**src/rtl/exec_pkg.sv**
```systemverilog
// exec_pkg: shared opcodes, FSM state type and datapath width for exec_unit.
package exec_pkg;
  localparam int WIDTH = 8;
  localparam logic [3:0] FS_PASS = 4'd0;
  localparam logic [3:0] FS_INC  = 4'd1;
  localparam logic [3:0] FS_ADD  = 4'd2;
  localparam logic [3:0] FS_SUB  = 4'd3;
  localparam logic [3:0] FS_DEC  = 4'd4;
  localparam logic [3:0] FS_AND  = 4'd5;
  localparam logic [3:0] FS_OR   = 4'd6;
  localparam logic [3:0] FS_XOR  = 4'd7;
  localparam logic [3:0] FS_NOT  = 4'd8;
  localparam logic [3:0] FS_SHL  = 4'd9;
  localparam logic [3:0] FS_SHR  = 4'd10;
  localparam logic [3:0] FS_MUL  = 4'd11;
  typedef enum logic [1:0] {IDLE, MUL, WB} state_t;
endpackage

```
**src/rtl/mul8_seq.sv**
```systemverilog
// mul8_seq: shift-add multiplier, one multiplier bit consumed per step.
module mul8_seq import exec_pkg::*; #(
  parameter int ITERS = 8
) (
  input  logic                 clk,
  input  logic                 reset,
  input  logic                 load,
  input  logic [WIDTH-1:0]     a,
  input  logic [WIDTH-1:0]     b,
  input  logic                 step,
  output logic [2*WIDTH-1:0]   product,
  output logic                 last
);
  logic [WIDTH-1:0] mcand;
  logic [3:0]       cnt;
  logic [WIDTH:0]   part;
  // multiplier sits in the low half and is shifted out as partial sums enter the top
  assign part = {1'b0, product[2*WIDTH-1:WIDTH]} + {1'b0, product[0] ? mcand : '0};
  assign last = cnt == 4'(ITERS - 1);
  always_ff @(posedge clk) begin
    if (!reset) begin
      product <= '0;
      mcand   <= '0;
      cnt     <= '0;
    end else if (load) begin
      product <= {{WIDTH{1'b0}}, b};
      mcand   <= a;
      cnt     <= '0;
    end else if (step) begin
      product <= {part, product[WIDTH-1:1]};
      cnt     <= cnt + 4'd1;
    end
  end
endmodule

```
**src/rtl/exec_unit.sv**
```systemverilog
// exec_unit: multi-cycle execute/write-back stage feeding the register-file write port.
module exec_unit #(
  parameter int WIDTH     = exec_pkg::WIDTH,
  parameter int MUL_ITERS = 8
) (
  input  logic             clk,
  input  logic             reset,
  input  logic             start,
  input  logic [3:0]       FS,
  input  logic [WIDTH-1:0] A,
  input  logic [WIDTH-1:0] B,
  input  logic [2:0]       DA_in,
  output logic [WIDTH-1:0] Data,
  output logic [2:0]       DA,
  output logic             RW,
  output logic             busy,
  output logic             done,
  output logic             C,
  output logic             V,
  output logic             N,
  output logic             Z
);
  import exec_pkg::*;
  state_t state, state_n;
  logic [WIDTH-1:0]   a_q, b_q, y, res;
  logic [3:0]         fs_q;
  logic [2:0]         da_q;
  logic [WIDTH:0]     sum;
  logic [2*WIDTH-1:0] product;
  logic               accept, last, cin, cf, vf, wr;
  // busy also covers the registered write-back cycle, so it doubles as the start gate
  assign accept = start && !busy;
  assign wr     = fs_q <= FS_MUL;
  mul8_seq #(.ITERS(MUL_ITERS)) u_mul (
    .clk(clk), .reset(reset), .load(accept && FS == FS_MUL), .a(A), .b(B),
    .step(state == MUL), .product(product), .last(last)
  );
  always_comb begin
    state_n = state == MUL ? (last ? WB : MUL) :
              state == WB  ? IDLE :
              accept       ? (FS == FS_MUL ? MUL : WB) : IDLE;
  end
  always_comb begin
    y   = fs_q == FS_ADD ? b_q : fs_q == FS_SUB ? ~b_q : fs_q == FS_DEC ? '1 : '0;
    cin = fs_q == FS_INC || fs_q == FS_SUB;
    sum = {1'b0, a_q} + {1'b0, y} + {{WIDTH{1'b0}}, cin};
    res = '0;
    cf  = 1'b0;
    vf  = 1'b0;
    case (fs_q)
      FS_PASS: res = a_q;
      FS_INC, FS_ADD, FS_SUB, FS_DEC: begin
        res = sum[WIDTH-1:0];
        cf  = sum[WIDTH];
        vf  = (a_q[WIDTH-1] == y[WIDTH-1]) && (res[WIDTH-1] != a_q[WIDTH-1]);
      end
      FS_AND: res = a_q & b_q;
      FS_OR:  res = a_q | b_q;
      FS_XOR: res = a_q ^ b_q;
      FS_NOT: res = ~a_q;
      FS_SHL: begin
        res = {b_q[WIDTH-2:0], 1'b0};
        cf  = b_q[WIDTH-1];
      end
      FS_SHR: begin
        res = {1'b0, b_q[WIDTH-1:1]};
        cf  = b_q[0];
      end
      FS_MUL: begin
        res = product[WIDTH-1:0];
        cf  = |product[2*WIDTH-1:WIDTH];
      end
      default: res = '0;
    endcase
  end
  always_ff @(posedge clk) begin
    if (!reset) begin
      state <= IDLE;
      {a_q, b_q, fs_q, da_q} <= '0;
      {Data, DA, RW, busy, done, C, V, N, Z} <= '0;
    end else begin
      state <= state_n;
      busy  <= state != IDLE || accept;
      RW    <= state == WB && wr;
      done  <= state == WB;
      if (accept) {a_q, b_q, fs_q, da_q} <= {A, B, FS, DA_in};
      if (state == WB && wr) begin
        Data <= res;
        DA   <= da_q;
        C    <= cf;
        V    <= vf;
        N    <= res[WIDTH-1];
        Z    <= res == '0;
      end
    end
  end
endmodule

```
**config.mk**
```make
export PLATFORM = sky130hd
export DESIGN_NAME = exec_unit
export DESIGN_NICKNAME = d
export VERILOG_FILES = /design/src/rtl/exec_pkg.sv /design/src/rtl/mul8_seq.sv /design/src/rtl/exec_unit.sv
export SDC_FILE = /design/constraint.sdc
export NUM_CORES = 1
export LEC_CHECK = 0
export BUFFER_PORTS_ARGS = -buffer_cell sky130_fd_sc_hd__buf_4
export CORE_AREA = 2 2 128 130
export DETAILED_ROUTE_END_ITERATION = 10
export DIE_AREA = 0 0 130 132
export HOLD_SLACK_MARGIN = 0.06
export SYNTH_ARGS = -nofsm -noshare
export SYNTH_HDL_FRONTEND = slang
export SYNTH_SLANG_ARGS = --single-unit
```
**constraint.sdc**
```tcl
create_clock -name clk -period 3.1 [get_ports clk]
set_input_delay 0.31 -clock clk [delete_from_list [all_inputs] [get_ports clk]]
set_output_delay 0.31 -clock clk [all_outputs]
set_load 0.03 [all_outputs]
```
=== After elaboration in Yosys (flattened, before gate mapping) ===
Cells that the tools add are included.
Widths: inputs -> output; s select.

* Register bits after elaboration: 71
* Input bits: 26
* Word-level logic and storage cells: 74

* Add/sub/neg operators: 4
* Order comparisons: 1
* Equality and inequality tests: 17
* Mux-type cells: 14
* Bitwise logic cells: 6
* Reductions and logical operators: 14

{| class="wikitable"
|+ Operators by type and width
! operator !! count
|-
| $pmux 8 s9 || 1
|-
| $mux 8 || 6
|-
| $eq 4x3->1 const B || 5
|-
| $eq 4x4->1 const B || 5
|-
| $add 8x8->9 || 2
|-
| $not 8->8 || 2
|-
| $mux 2 || 5
|-
| $add 9x1->9 || 1
|-
| $and 8x8->8 || 1
|-
| $eq 4x2->1 const B || 2
|-
| $logic_not 8->1 || 1
|-
| $or 8x8->8 || 1
|-
| $reduce_or 8->1 || 1
|-
| $xor 8x8->8 || 1
|-
| $add 4x1->4 const B || 1
|-
| $eq 4x1->1 const B || 1
|-
| $le 4x4->1 const B || 1
|-
| $logic_and 1x1->1 || 4
|-
| $logic_not 4->1 || 1
|-
| $pmux 1 s4 || 1
|-
| $reduce_bool 2->1 || 2
|-
| $reduce_or 4->1 || 1
|-
| $eq 2x1->1 const B || 1
|-
| $eq 2x2->1 const B || 1
|-
| 7 further kinds || 8
|}

=== Longest topological paths before layout ===
* Depth in word-level cells: 9
* Depth in mapped cells: 17

=== Cells and area by module ===
From an unflattened synthesis, not the netlist that was laid out.

* Cell total of the unflattened synthesis: 565
* Area total of the unflattened synthesis: 4604.4 µm²

{| class="wikitable"
|+ By module, submodules not included
! module !! instances !! cells an instance !! area each (µm²) !! seq. area each (µm²)
|-
| exec_unit || 1 || 399 || 3075.4 || 840.8
|-
| mul8_seq || 1 || 166 || 1529.0 || 560.5
|}

=== Worst setup path after synthesis ===
No wires, ideal clock.

* Path type: flip-flop to flip-flop
* Start point: register fs_q[1]
* End point: register Data[1]
* Setup time: 0.116 ns
* Arrival time: 3.111 ns
* Setup slack: -0.127 ns
* Cell stages (with the launch flop): 17
* Path buffers: 3
* Clock period less this slack: 3.227 ns
* Cells stage by stage: dfxtp_1 > buf_6 > buf_6 > nor2b_1 > clkbuf_1 > a21oi_1 > o22ai_1 > nand2b_1 > fa_1 > inv_1 > fa_1 > nand2_1 > o21ai_0 > a21oi_1 > nor2_1 > or4_1 > o211a_1

* Word-level cells in the longest chain between the ends: 7
* Elaborated cells between the ends (all ways): 22

{| class="wikitable"
|+ Ends and longest elaborated chain
! what !! line !! RTL
|-
| start, declared || exec_unit.sv:26 || <nowiki>logic [3:0] fs_q;</nowiki>
|-
| start signal, assigned || exec_unit.sv:86 || <nowiki>if (accept) {a_q, b_q, fs_q, da_q} <= {A, B, FS, DA_in};</nowiki>
|-
| $eq 4x3->1 || exec_unit.sv:44, exec_unit.sv:50 ||
|-
| $mux 8 (3 in series) || exec_unit.sv:44 || <nowiki>y = fs_q == FS_ADD ? b_q : fs_q == FS_SUB ? ~b_q : fs_q == FS_DEC ? '1 : '0;</nowiki>
|-
| $add 8x8->9 || exec_unit.sv:46 || <nowiki>sum = {1'b0, a_q} + {1'b0, y} + {{WIDTH{1'b0}}, cin};</nowiki>
|-
| $add 9x1->9 || exec_unit.sv:46 ||
|-
| $pmux 8 s9 || exec_unit.sv:50 || <nowiki>case (fs_q)</nowiki>
|-
| end signal, assigned || exec_unit.sv:88 || <nowiki>Data <= res;</nowiki>
|-
| end, declared || exec_unit.sv:13 || <nowiki>output logic [WIDTH-1:0] Data,</nowiki>
|}

Several ways; a longest one is shown, not always the timed one.
A chain may end at the register's enable or synchronous reset.

=== Worst setup path in the final report ===
Same ends and word-level chain as after synthesis.

==> impl_metrics.yaml <==
route:
  drcViolationCount: 0
  wirelength_mm: 12.4
  ant_nets: 0
  vias_per_cell: 4.96
  wl_per_cell_um: 14.7
  drt-initial-drc-count: 222
  firstDrtPassIters: 5
  vias: 4187
cts:
  cts_setup_buffers: 0
  post_cts_resized: 0
  path_clk_slew_ns: 0.06
  cts_buffers: 9
  cts_tree: "yes"
  cts_buffer_depth: 2
  htreeDepth: 3
  clock_sinks: 70
  clockRootBuffer: "clkbuf_16"
  clk_latency_ns: 0.34
  postCtsHoldBufs: 0
floorplanning:
  die_w_um: 130
  start_util: 0.298
  core.rowCount: 46
  ios: 44
  coreArea_um2: 15700
  die_h_um: 132
  dieArea_um2: 17200
placed_design:
  place_hpwl_mm: 9.36
  placed_area_um2: 5210
  place_ws_ns: 0.152
  placed_cells: 828
  io_buffers: 43
  place.gp.congestion: 0.899
setup_path:
  crit_path_start_kind: "register"
  crit_type: "register to register"
  arrival_ns: 3.07
  crit_family: "simple AND/OR/NAND/NOR gates"
  crit_fanout: 7
  crit_cells: 13
  crit-reg2reg-capture: "Data[1]$_SDFFE_PN0P_"
  end_kind: "register"
  critPathLaunch: "fs_q[1]$_SDFFE_PN0P_"
  reg2reg_depth: 13
  cp.required_ns: 3.33
  cpMostUsedCell: "a21oi_1"
  cp_num_buf_inv: 1
  slowest_stage: "or4_1"
  reg2reg_setup_slack_ns: 0.25
  worstPathCellList: "nor2b_2 -> a21oi_1 -> o22ai_1 -> nand2b_1 -> fa_2 -> inv_1 -> fa_1 -> nand2_1 -> o21ai_0 -> a21oi_1 -> nor2_1 -> or4_1 -> o211a_1"
  slowest_delay_ns: 0.51
  r2r-start: "fs_q[1]$_SDFFE_PN0P_"
power_and_ir_drop:
  p_leak_nw: 2.32
  p_total_mw: 2.45
  ir_worst_vdd_uv: 210
  power_density_nw_per_um2: 442
global_route:
  grt_pass1_wl_mm: 21.3
  grt.total_usage: 0.154
  first_global_vias: 4135
  overflow: 0
  antenna_found_initial: 0
  grt_max_degree: 33
yosys:
  synth-seq-cells: 70
  yosys.area.top_type: "dfxtp_1"
  synth_mux_area_frac: 0.0184
  yosys_warnings: 0
  syn_nets: 649
  syn_area_um2: 4690
  async_flop_share: 0
  synth_top_family_by_area: "compound AO/OA/AOI/OAI gates"
  ys_seq_area_frac: 0.299
  synth.top_cell.area_share: 0.299
  synthSimpleGateAreaFrac: 0.242
  synth_ff_type: "dfxtp_1"
  yosysUniqueCellTypes: 72
  synth.area.top_cells: "dfxtp_1 30%, nand2_1 9.1%, ha_1 8.5%, a21boi_0 5.8%, o211a_1 3.2%"
  syn_avg_cell_area_um2: 7.97
  ys_top_cells_by_count: "114 x nand2_1, 70 x dfxtp_1, 36 x a21boi_0, 33 x nor2_1, 32 x ha_1"
  netlist_instances: 588
  synth.most_common_cell: "nand2_1"
  yosys.area_share.adder: 0.0983
  synth_compound_area_frac: 0.244
  synth_xor_area_frac: 0.0280
  synth_edf_count: 0
job:
  max-cap-violations: 0
final_layout:
  antennaDiodeCount: 0
  final_area_um2: 5550
  area_delta_synth_final_pct: 18.3
  layoutNonFillerInstCount: 844
  final_util: 0.353
  layout-drive-gt1-share: 0.156
  nets: 684
  nFillCells: 1654
sta:
  setup_ws_ns: 0.253
  skew_ns: 0.00443
  period_minus_slack_ns: 2.85
  tightest_slew_ns: 0.822
  finalHoldViolCount: 0
  slew_viol_final: 0
  fmax_mhz: 351
  relSlewSlack: 0.452
  whs_ns: 0.220
  setup_violations: 0
  fin_crit_sh: 0.918
  fin_tns_setup_ns: 0
worst_hold_path:
  hold_path_class: "input pin to register"
  hold_path_depth: 2
  hp-start: "B[1]"
  whs_endpoint: "u_mul.product[1]$_SDFFE_PN0P_"
status:
  status: "finished clean"
per-layer routing:
metal	up-vias	wire length [µm]	share of wire	global-route usage
li1	2133	-	-	-
met1	1948	5620	0.45	0.198
met2	83	5960	0.48	0.252
met3	23	476	0.038	0.0296
met4	0	310	0.025	0.0609
met5	-	0	0	0
worst reg2reg max path, delay by kind of cell (launching register included):
kind | cells | cell delay (ns)
buf+inv | 1 | 0.08
flops | 1 | 0.38
compound gates | 5 | 0.59
simple gates | 5 | 0.92
fa+ha+maj | 2 | 0.78
power by group:
part           total [mW]  switching, mW  internal [mW]
Clock                1.04          0.409          0.628
Sequential          0.979         0.0431          0.936
Combinational       0.434          0.254          0.180
state kept, by name, summed over array words and instances (netlist names):
| name | flops |
|---|---|
| C | 1 |
| DA | 3 |
| Data | 8 |
| RW | 1 |
| V | 1 |
| Z | 1 |
| a_q | 8 |
| b_q | 8 |
| busy | 1 |
| da_q | 3 |
| done | 1 |
| fs_q | 4 |
| state | 2 |
| u_mul.cnt | 4 |
| u_mul.mcand | 8 |
| u_mul.product | 16 |
cell usage in the layout (no fill, tap or decap), types with 3 or more instances in the layout:
cell | synthesis | layout
o22a_1 | 9 | 9
mux2i_1 | 6 | 6
xnor2_1 | 8 | 8
nand4b_1 | 3 | 3
dfxtp_1 | 70 | 68
nor2b_2 | 0 | 3
a221o_1 | 3 | 3
o211a_1 | 15 | 15
a211oi_2 | 1 | 3
nand3b_1 | 4 | 4
o22ai_1 | 4 | 4
nand2_1 | 114 | 114
nor2b_1 | 12 | 9
xor2_1 | 7 | 7
nor2_1 | 33 | 33
buf_4 | 5 | 62
clkbuf_16 | 0 | 9
nor4_1 | 5 | 4
o21ai_0 | 21 | 21
nor3_1 | 6 | 6
o221ai_1 | 3 | 3
nand4_1 | 3 | 3
nand3_1 | 20 | 20
a21boi_0 | 36 | 36
and2_1 | 11 | 11
ha_1 | 32 | 32
nand2b_1 | 6 | 6
a21oi_1 | 29 | 29
inv_1 | 31 | 31
cell families (layout without fill, tap and decap cells):
logic type / Yosys count / count (layout)
multiplexers: 8 / 8
buffers and inverters: 69 / 109
AND/OR/NAND/NOR: 236 / 236
XOR/XNOR: 15 / 15
flip-flops: 70 / 70
adder cells (fa/ha/maj): 35 / 35
AO/OA/AOI/OAI: 155 / 155
how the worst max path moves through the flow:
stage / endpoint / slack [ns]
2_1_floorplan: Data[1]$_SDFFE_PN0P_ / 0.04
3_3_place_gp: Data[1]$_SDFFE_PN0P_ / 0.24
3_5_place_dp: Data[7]$_SDFFE_PN0P_ / 0.15
4_1_cts: Data[7]$_SDFFE_PN0P_ / 0.11
5_1_grt: Data[1]$_SDFFE_PN0P_ / -0.01
6_report: Data[1]$_SDFFE_PN0P_ / 0.25
layout make-up:
cell class / count / area, µm² / share of cell area
clock buffer: 10 / 229 / 0.0413
clock inverter: 6 / 71.3 / 0.0129
inverter: 31 / 116 / 0.0210
multi-input combinational: 449 / 2980 / 0.538
sequential: 70 / 1410 / 0.254
tap: 216 / 270 / 0.0487
timing repair buffer: 62 / 465 / 0.0839
Note: power is estimated with default switching activity, not from simulation.
